==> src/rtl/branch_predict_pkg.sv <==
// Shared types and helpers for the branch predictor: 2-bit counter encoding,
// per-entry bookkeeping and PC index/tag extraction.
package branch_predict_pkg;

    localparam int TAG_W    = 6;
    localparam int PC_MAX_W = 64;

    typedef enum logic [1:0] {
        CTR_SN = 2'b00,
        CTR_WN = 2'b01,
        CTR_WT = 2'b10,
        CTR_ST = 2'b11
    } ctr_e;

    // Target is kept in a separate XLEN-wide array so this struct stays width-independent.
    typedef struct packed {
        logic             valid;
        logic [TAG_W-1:0] tag;
        ctr_e             ctr;
    } entry_t;

    // Word-aligned index field pc[idx_w+1:2]; idx_w never exceeds 6 (64 entries).
    function automatic logic [5:0] pc_index(input logic [PC_MAX_W-1:0] pc, input int idx_w);
        logic [PC_MAX_W-1:0] mask;
        mask = (64'd1 << idx_w) - 64'd1;
        return 6'((pc >> 2) & mask);
    endfunction

    function automatic logic [TAG_W-1:0] pc_tag(input logic [PC_MAX_W-1:0] pc, input int idx_w);
        return TAG_W'(pc >> (idx_w + 2));
    endfunction

endpackage

==> src/rtl/branch_predict_ctrl_sat_counter2.sv <==
// Next-state logic for a 2-bit saturating taken/not-taken counter.
module sat_counter2
    import branch_predict_pkg::*;
(
    input  logic [1:0] state,
    input  logic       taken,
    output logic [1:0] next
);

    always_comb begin
        next = state;
        if (taken) begin
            if (state != CTR_ST) begin
                next = state + 2'd1;
            end
        end else if (state != CTR_SN) begin
            next = state - 2'd1;
        end
    end

endmodule

==> src/rtl/branch_predict_ctrl.sv <==
// Direct-mapped branch predictor with combinational fetch lookup, EX-stage
// mispredict detection/redirect and a saturating mispredict counter.
module branch_predict_ctrl
    import branch_predict_pkg::*;
#(
    parameter int XLEN    = 32,
    parameter int ENTRIES = 16
) (
    input  logic            clk,
    input  logic            rst,
    input  logic [XLEN-1:0] if_pc,
    output logic            pred_taken,
    output logic [XLEN-1:0] pred_target,
    input  logic            ex_valid,
    input  logic            ex_jump,
    input  logic            ex_taken,
    input  logic [XLEN-1:0] ex_pc,
    input  logic [XLEN-1:0] ex_target,
    input  logic            ex_pred_taken,
    input  logic [XLEN-1:0] ex_pred_target,
    output logic            redirect,
    output logic [XLEN-1:0] redirect_pc,
    output logic [15:0]     mispredict_cnt
);

    localparam int IDX_W = $clog2(ENTRIES);

    entry_t          table_q  [ENTRIES];
    logic [XLEN-1:0] target_q [ENTRIES];

    logic [IDX_W-1:0] if_idx;
    logic [TAG_W-1:0] if_tag;
    logic             if_hit;
    logic [IDX_W-1:0] ex_idx;
    logic [TAG_W-1:0] ex_tag;
    logic             ex_hit;
    logic [1:0]       ctr_next;
    logic             mispredict;
    logic [XLEN-1:0]  ex_pc_plus4;

    assign if_idx = IDX_W'(pc_index(PC_MAX_W'(if_pc), IDX_W));
    assign if_tag = pc_tag(PC_MAX_W'(if_pc), IDX_W);
    assign ex_idx = IDX_W'(pc_index(PC_MAX_W'(ex_pc), IDX_W));
    assign ex_tag = pc_tag(PC_MAX_W'(ex_pc), IDX_W);

    // Lookup reads the registered table only, so a same-cycle update is not bypassed.
    assign if_hit      = table_q[if_idx].valid && (table_q[if_idx].tag == if_tag);
    assign pred_taken  = if_hit && table_q[if_idx].ctr[1];
    assign pred_target = pred_taken ? target_q[if_idx] : if_pc + XLEN'(4);

    assign ex_hit      = table_q[ex_idx].valid && (table_q[ex_idx].tag == ex_tag);
    assign ex_pc_plus4 = ex_pc + XLEN'(4);

    assign mispredict  = ex_valid &&
                         ((ex_taken != ex_pred_taken) ||
                          (ex_taken && (ex_pred_target != ex_target)));
    assign redirect    = mispredict;
    assign redirect_pc = (mispredict && ex_taken) ? ex_target : ex_pc_plus4;

    sat_counter2 u_update_ctr (
        .state (table_q[ex_idx].ctr),
        .taken (ex_taken),
        .next  (ctr_next)
    );

    // Hits train the counter; only taken misses allocate, jumps start strongly taken.
    always_ff @(posedge clk or posedge rst) begin
        if (rst) begin
            for (int i = 0; i < ENTRIES; i++) begin
                table_q[i]  <= '{valid: 1'b0, tag: '0, ctr: CTR_WN};
                target_q[i] <= '0;
            end
        end else if (ex_valid) begin
            if (ex_hit) begin
                table_q[ex_idx].ctr <= ctr_e'(ctr_next);
                if (ex_taken) begin
                    target_q[ex_idx] <= ex_target;
                end
            end else if (ex_taken) begin
                table_q[ex_idx]  <= '{valid: 1'b1, tag: ex_tag, ctr: (ex_jump ? CTR_ST : CTR_WT)};
                target_q[ex_idx] <= ex_target;
            end
        end
    end

    always_ff @(posedge clk or posedge rst) begin
        if (rst) begin
            mispredict_cnt <= '0;
        end else if (mispredict && (mispredict_cnt != 16'hFFFF)) begin
            mispredict_cnt <= mispredict_cnt + 16'd1;
        end
    end

endmodule
==> config.mk <==
export PLATFORM = sky130hd
export DESIGN_NAME = branch_predict_ctrl
export DESIGN_NICKNAME = d
export VERILOG_FILES = /design/src/rtl/branch_predict_pkg.sv /design/src/rtl/branch_predict_ctrl_sat_counter2.sv /design/src/rtl/branch_predict_ctrl.sv
export SDC_FILE = /design/constraint.sdc
export NUM_CORES = 2
export LEC_CHECK = 0
export BUFFER_PORTS_ARGS = -buffer_cell sky130_fd_sc_hd__buf_2
export CAP_MARGIN = 20
export CORE_MARGIN = 10
export CORE_UTILIZATION = 40
export DETAILED_ROUTE_END_ITERATION = 8
export GPL_ROUTABILITY_DRIVEN = 0
export PLACE_DENSITY = 0.55
export SKIP_LAST_GASP = 1
export SLEW_MARGIN = 20
export SYNTH_ARGS = -nofsm -noshare
export SYNTH_HDL_FRONTEND = slang
export SYNTH_SLANG_ARGS = --single-unit
==> constraint.sdc <==
create_clock -name clk -period 27.8 [get_ports clk]
set_clock_uncertainty 0.05 [all_clocks]
set_input_delay 4.17 -clock clk [delete_from_list [all_inputs] [get_ports clk]]
set_output_delay 4.17 -clock clk [all_outputs]
set_load 0.02 [all_outputs]
==> results by group <==
Outcome
  • Run status: complete, no violations

Floorplanning
  • Core ar.: roughly 84,000 um^2
  • Die extent in y: 310.2 um
  • Row Count: 106
  • Initial Util: 40.31%
  • Die area: 96,220 um^2
  • Width of the die: 310.2 um
  • I/O pins: 216

Synthesis
  • Main synth FF type: dfrtp_1
  • Main area contributors after synthesis: dfrtp_1 49%, mux2_2 22%, mux4_2 14%, xor2_1 1.9%, clkbuf_1 1.6%
  • Yosys top cell area share: 48.73%
  • Post-synth ARST share: 100.0%
  • Yosys cell types: 55
  • Part of the Yosys area used for sequential elements: 49.98%
  • Area leader, netlist: dfrtp_1
  • Post-synthesis instance area: approximately 34,000 um^2
  • Avg Cell Area, Syn: approximately 14 um^2
  • Syn Nets: around 2,500
  • Synth warn: 0
  • Flops & latches, synth: between 600 and 700
  • Post-Synthesis Cells: 2,325
  • Number of synthesized flops with an enable pin: 0

Timing
  • Final critical-path share of the clock period: 46.79%
  • Fmax: 0.07687 GHz
  • RSZ-0062 raised after global routing: false
  • Tmin final: 13.01 ns
  • Slew HR: between 20% and 30%
  • Slew at the pin closest to its max-slew limit: 1.055 ns
  • Setup TNS: 0 ns
  • Final setup fails: 0
  • Final max-slew violation count: 0
  • Final Hold Fails: 0

Layout
  • Fill cells: 7,423
  • Final Non-Filler Cells: 3,587
  • Final Core Density: between 40% and 50%
  • Design Area, Final: slightly below 40,000 um^2
  • Multi-input logic area: 15,990 um^2
  • Fraction of layout cells with a size suffix above 1: approximately 53%
  • Sequential Area: 16,840 um^2
  • Nets@finish: 2,584
  • Layout Area Growth over Synthesis: 14.06%

Clock tree
  • H-tree Lvls: 3
  • Max Buffers Root-to-Sink: 3
  • Clock slew at reported path FFs: 0.06 ns
  • CTS resizes: 0
  • Sink Count: 672
  • Hold-fix buffers, CTS: 0
  • Worst skew pair latency: 0.62 ns
  • Num CTS Buffers: 78
  • CTS tree: built
  • CTS Root Cell: clkbuf_16
  • Setup bufs post-CTS: 0

Worst setup path
  • R2R cell count: 9
  • WP depth: 10
  • Worst EP required: 23.58 ns
  • Buf/Inv on CP: 4
  • Slowest cell on the critical path: buf_4
  • Critical path type: in2out
  • Top Family by Delay on Critical Path: buffers and inverters
  • CP Capture Type: primary output
  • CP Launch Type: primary input
  • Crit path max fanout: 64
  • Critical Path AT: 8.79 ns
  • Slowest stage delay, CP: between 0.9 and 1 ns
  • Critical path cell sequence: buf_6 -> buf_4 -> mux4_2 -> mux4_2 -> xnor2_1 -> nand4_1 -> nor4_4 -> buf_4 -> mux2_2 -> buf_2

Route
  • Vias: approximately 21,000
  • Vias per std cell: 5.802
  • M1 WL: around 45,000 um
  • Met3 wire len: slightly below 6000 um
  • Max Used Layer: met5
  • Avg WL per Cell: 28.43 um
  • Total wire length: 102,000 um
  • DRC errors left: 0
  • Detailed Route Iter0 Violations: 1,444
  • Routed Antenna Nets: 0
  • Pre-Repair DR Iteration Count: 5
  • Met2 Wirelength: 49,410 um

Placement
  • Placed Cells: 3,440
  • Post-detail-place hpwl: 63,730 um
  • Instance area at placement: 35,610 um^2
  • Port buffer count: about 220

GRT
  • GRT Residual Overflow: 0
  • Initial antenna violation count: 3
  • GRT Overall Usage: 21.16%
  • Largest net degree at the start of global routing: about 180
  • First-pass GRT wire length: approximately 150,000 um
  • Vias in the first global route: about 22,000

Flow run
  • Maxcap violations: 0

Pwr
  • Total power draw: between 2 and 3 mW
  • Pwr/cell area: 74.75 nW/um^2
  • P_leak: about 17 nW
  • Peak VDD IR: 41.93 uV

Hold path
  • Hold Crit Depth: 1
  • Hold crit path type: reg2reg
-- cells in the final DEF (no fill, tap or decap), types with 5 or more instances in the layout --
cell type / synthesis / routed
nand2_2: 0 / 8
o2111a_1: 11 / 11
clkbuf_16: 0 / 82
dfrtp_1: 656 / 656
and4_1: 7 / 7
nor4_1: 12 / 8
and2_1: 5 / 5
a22oi_1: 6 / 6
dfstp_2: 16 / 16
clkbuf_1: 142 / 15
nor2_2: 15 / 15
clkinv_2: 0 / 14
nand2_1: 104 / 96
mux2i_1: 29 / 29
or2_2: 16 / 16
inv_1: 10 / 9
o21ai_0: 59 / 59
buf_4: 7 / 34
nand4_1: 20 / 20
xnor2_1: 47 / 47
nor3_1: 8 / 8
clkbuf_8: 0 / 20
nor2b_1: 5 / 5
nand3_1: 36 / 29
bufinv_16: 0 / 7
xor2_1: 73 / 73
o211ai_1: 9 / 9
and3_1: 10 / 10
nand3_2: 0 / 7
mux4_2: 209 / 209
mux2_2: 663 / 663
ha_1: 7 / 7
nor2_1: 31 / 29
buf_2: 17 / 212
-- kinds of logic after synthesis --
logic type      count (synthesis)  share of synthesized area, %
mux                           905                         37.13
xor+xnor                      120                         3.120
simple gates                  278                         4.130
compound gates                116                         2.440
fa+ha+maj                       8                        0.2897
buf+inv                       226                         2.905
flops                         672                         49.98
-- worst paths after layout --
check / startpoint / end / slack, ns
max: if_pc[3] / pred_target[9] / 14.79
min: mispredict_cnt[10] / mispredict_cnt[10] / 0.44
max reg2reg: table_q[140] / table_q[54] / 24.45
min reg2reg: mispredict_cnt[10] / mispredict_cnt[10] / 0.44
max in group asynchronous: rst / table_q[18] / 21.08
min in group asynchronous: rst / target_q[375] / 3.65
-- layout make-up --
cell class / count / share of cell area, %
diodes: 1 / 0.006513
clock buffers: 117 / 6.204
clock inverters: 26 / 0.8858
inverters: 11 / 0.1270
multi-input cells: 1427 / 41.62
flip-flops and latches: 672 / 43.82
well taps: 1080 / 3.517
repair buffers: 253 / 3.814
-- power by group --
part           switching (mW)  internal, mW
registers               0.109          1.17
logic                   0.217         0.295
clock network           0.418         0.659
-- synth_stat cells (3+ instances only) --
cell / number
a21oi_1: 3
a221oi_1: 3
a22oi_1: 6
and2_1: 5
and3_1: 10
and4_1: 7
buf_1: 38
buf_2: 17
buf_4: 7
buf_6: 11
clkbuf_1: 142
dfrtp_1: 656
dfstp_2: 16
ha_1: 7
inv_1: 10
mux2_1: 4
mux2_2: 663
mux2i_1: 29
mux4_2: 209
nand2_1: 104
nand2b_1: 3
nand3_1: 36
nand4_1: 20
nor2_1: 31
nor2_2: 15
nor2b_1: 5
nor3_1: 8
nor4_1: 12
o2111a_1: 11
o2111ai_2: 4
o211ai_1: 9
o21ai_0: 59
o22ai_1: 4
or2_2: 16
xnor2_1: 47
xor2_1: 73
-- worst reg2reg max path: stages, from the launching register on --
cell and delay (ns):
dfrtp_1 0.40, mux4_2 0.45, mux2i_1 0.25, o32ai_1 0.14
a21oi_1 0.25, a31oi_1 0.17, a211oi_4 0.17, buf_4 0.48
mux2_2 0.57, mux2_2 0.31
-- per-layer routing --
metal  track usage [%]  vias to the layer above
met2             34.90                      566
met4             4.977                        2
met1             28.88                    11260
met3             3.677                      127
li1                  -                     8854
met5                 0                        -
-- metrics by stage --
| step | setup WS, ns | hold slack [ns] |
|---|---|---|
| detailed placement | 14.83 | 0.4288 |
| CTS | 14.81 | 0.4397 |
| global route | 14.63 | 0.4533 |
| finish | 14.79 | 0.4382 |
| global placement | 14.88 | 0.4185 |
| floorplan | 4.770 | 0.4068 |
-- state kept, by name (all words and copies together) (netlist names) --
register	cells
mispredict_cnt	16
table_q	144
target_q	512
Power figures use the tool's default switching activity.
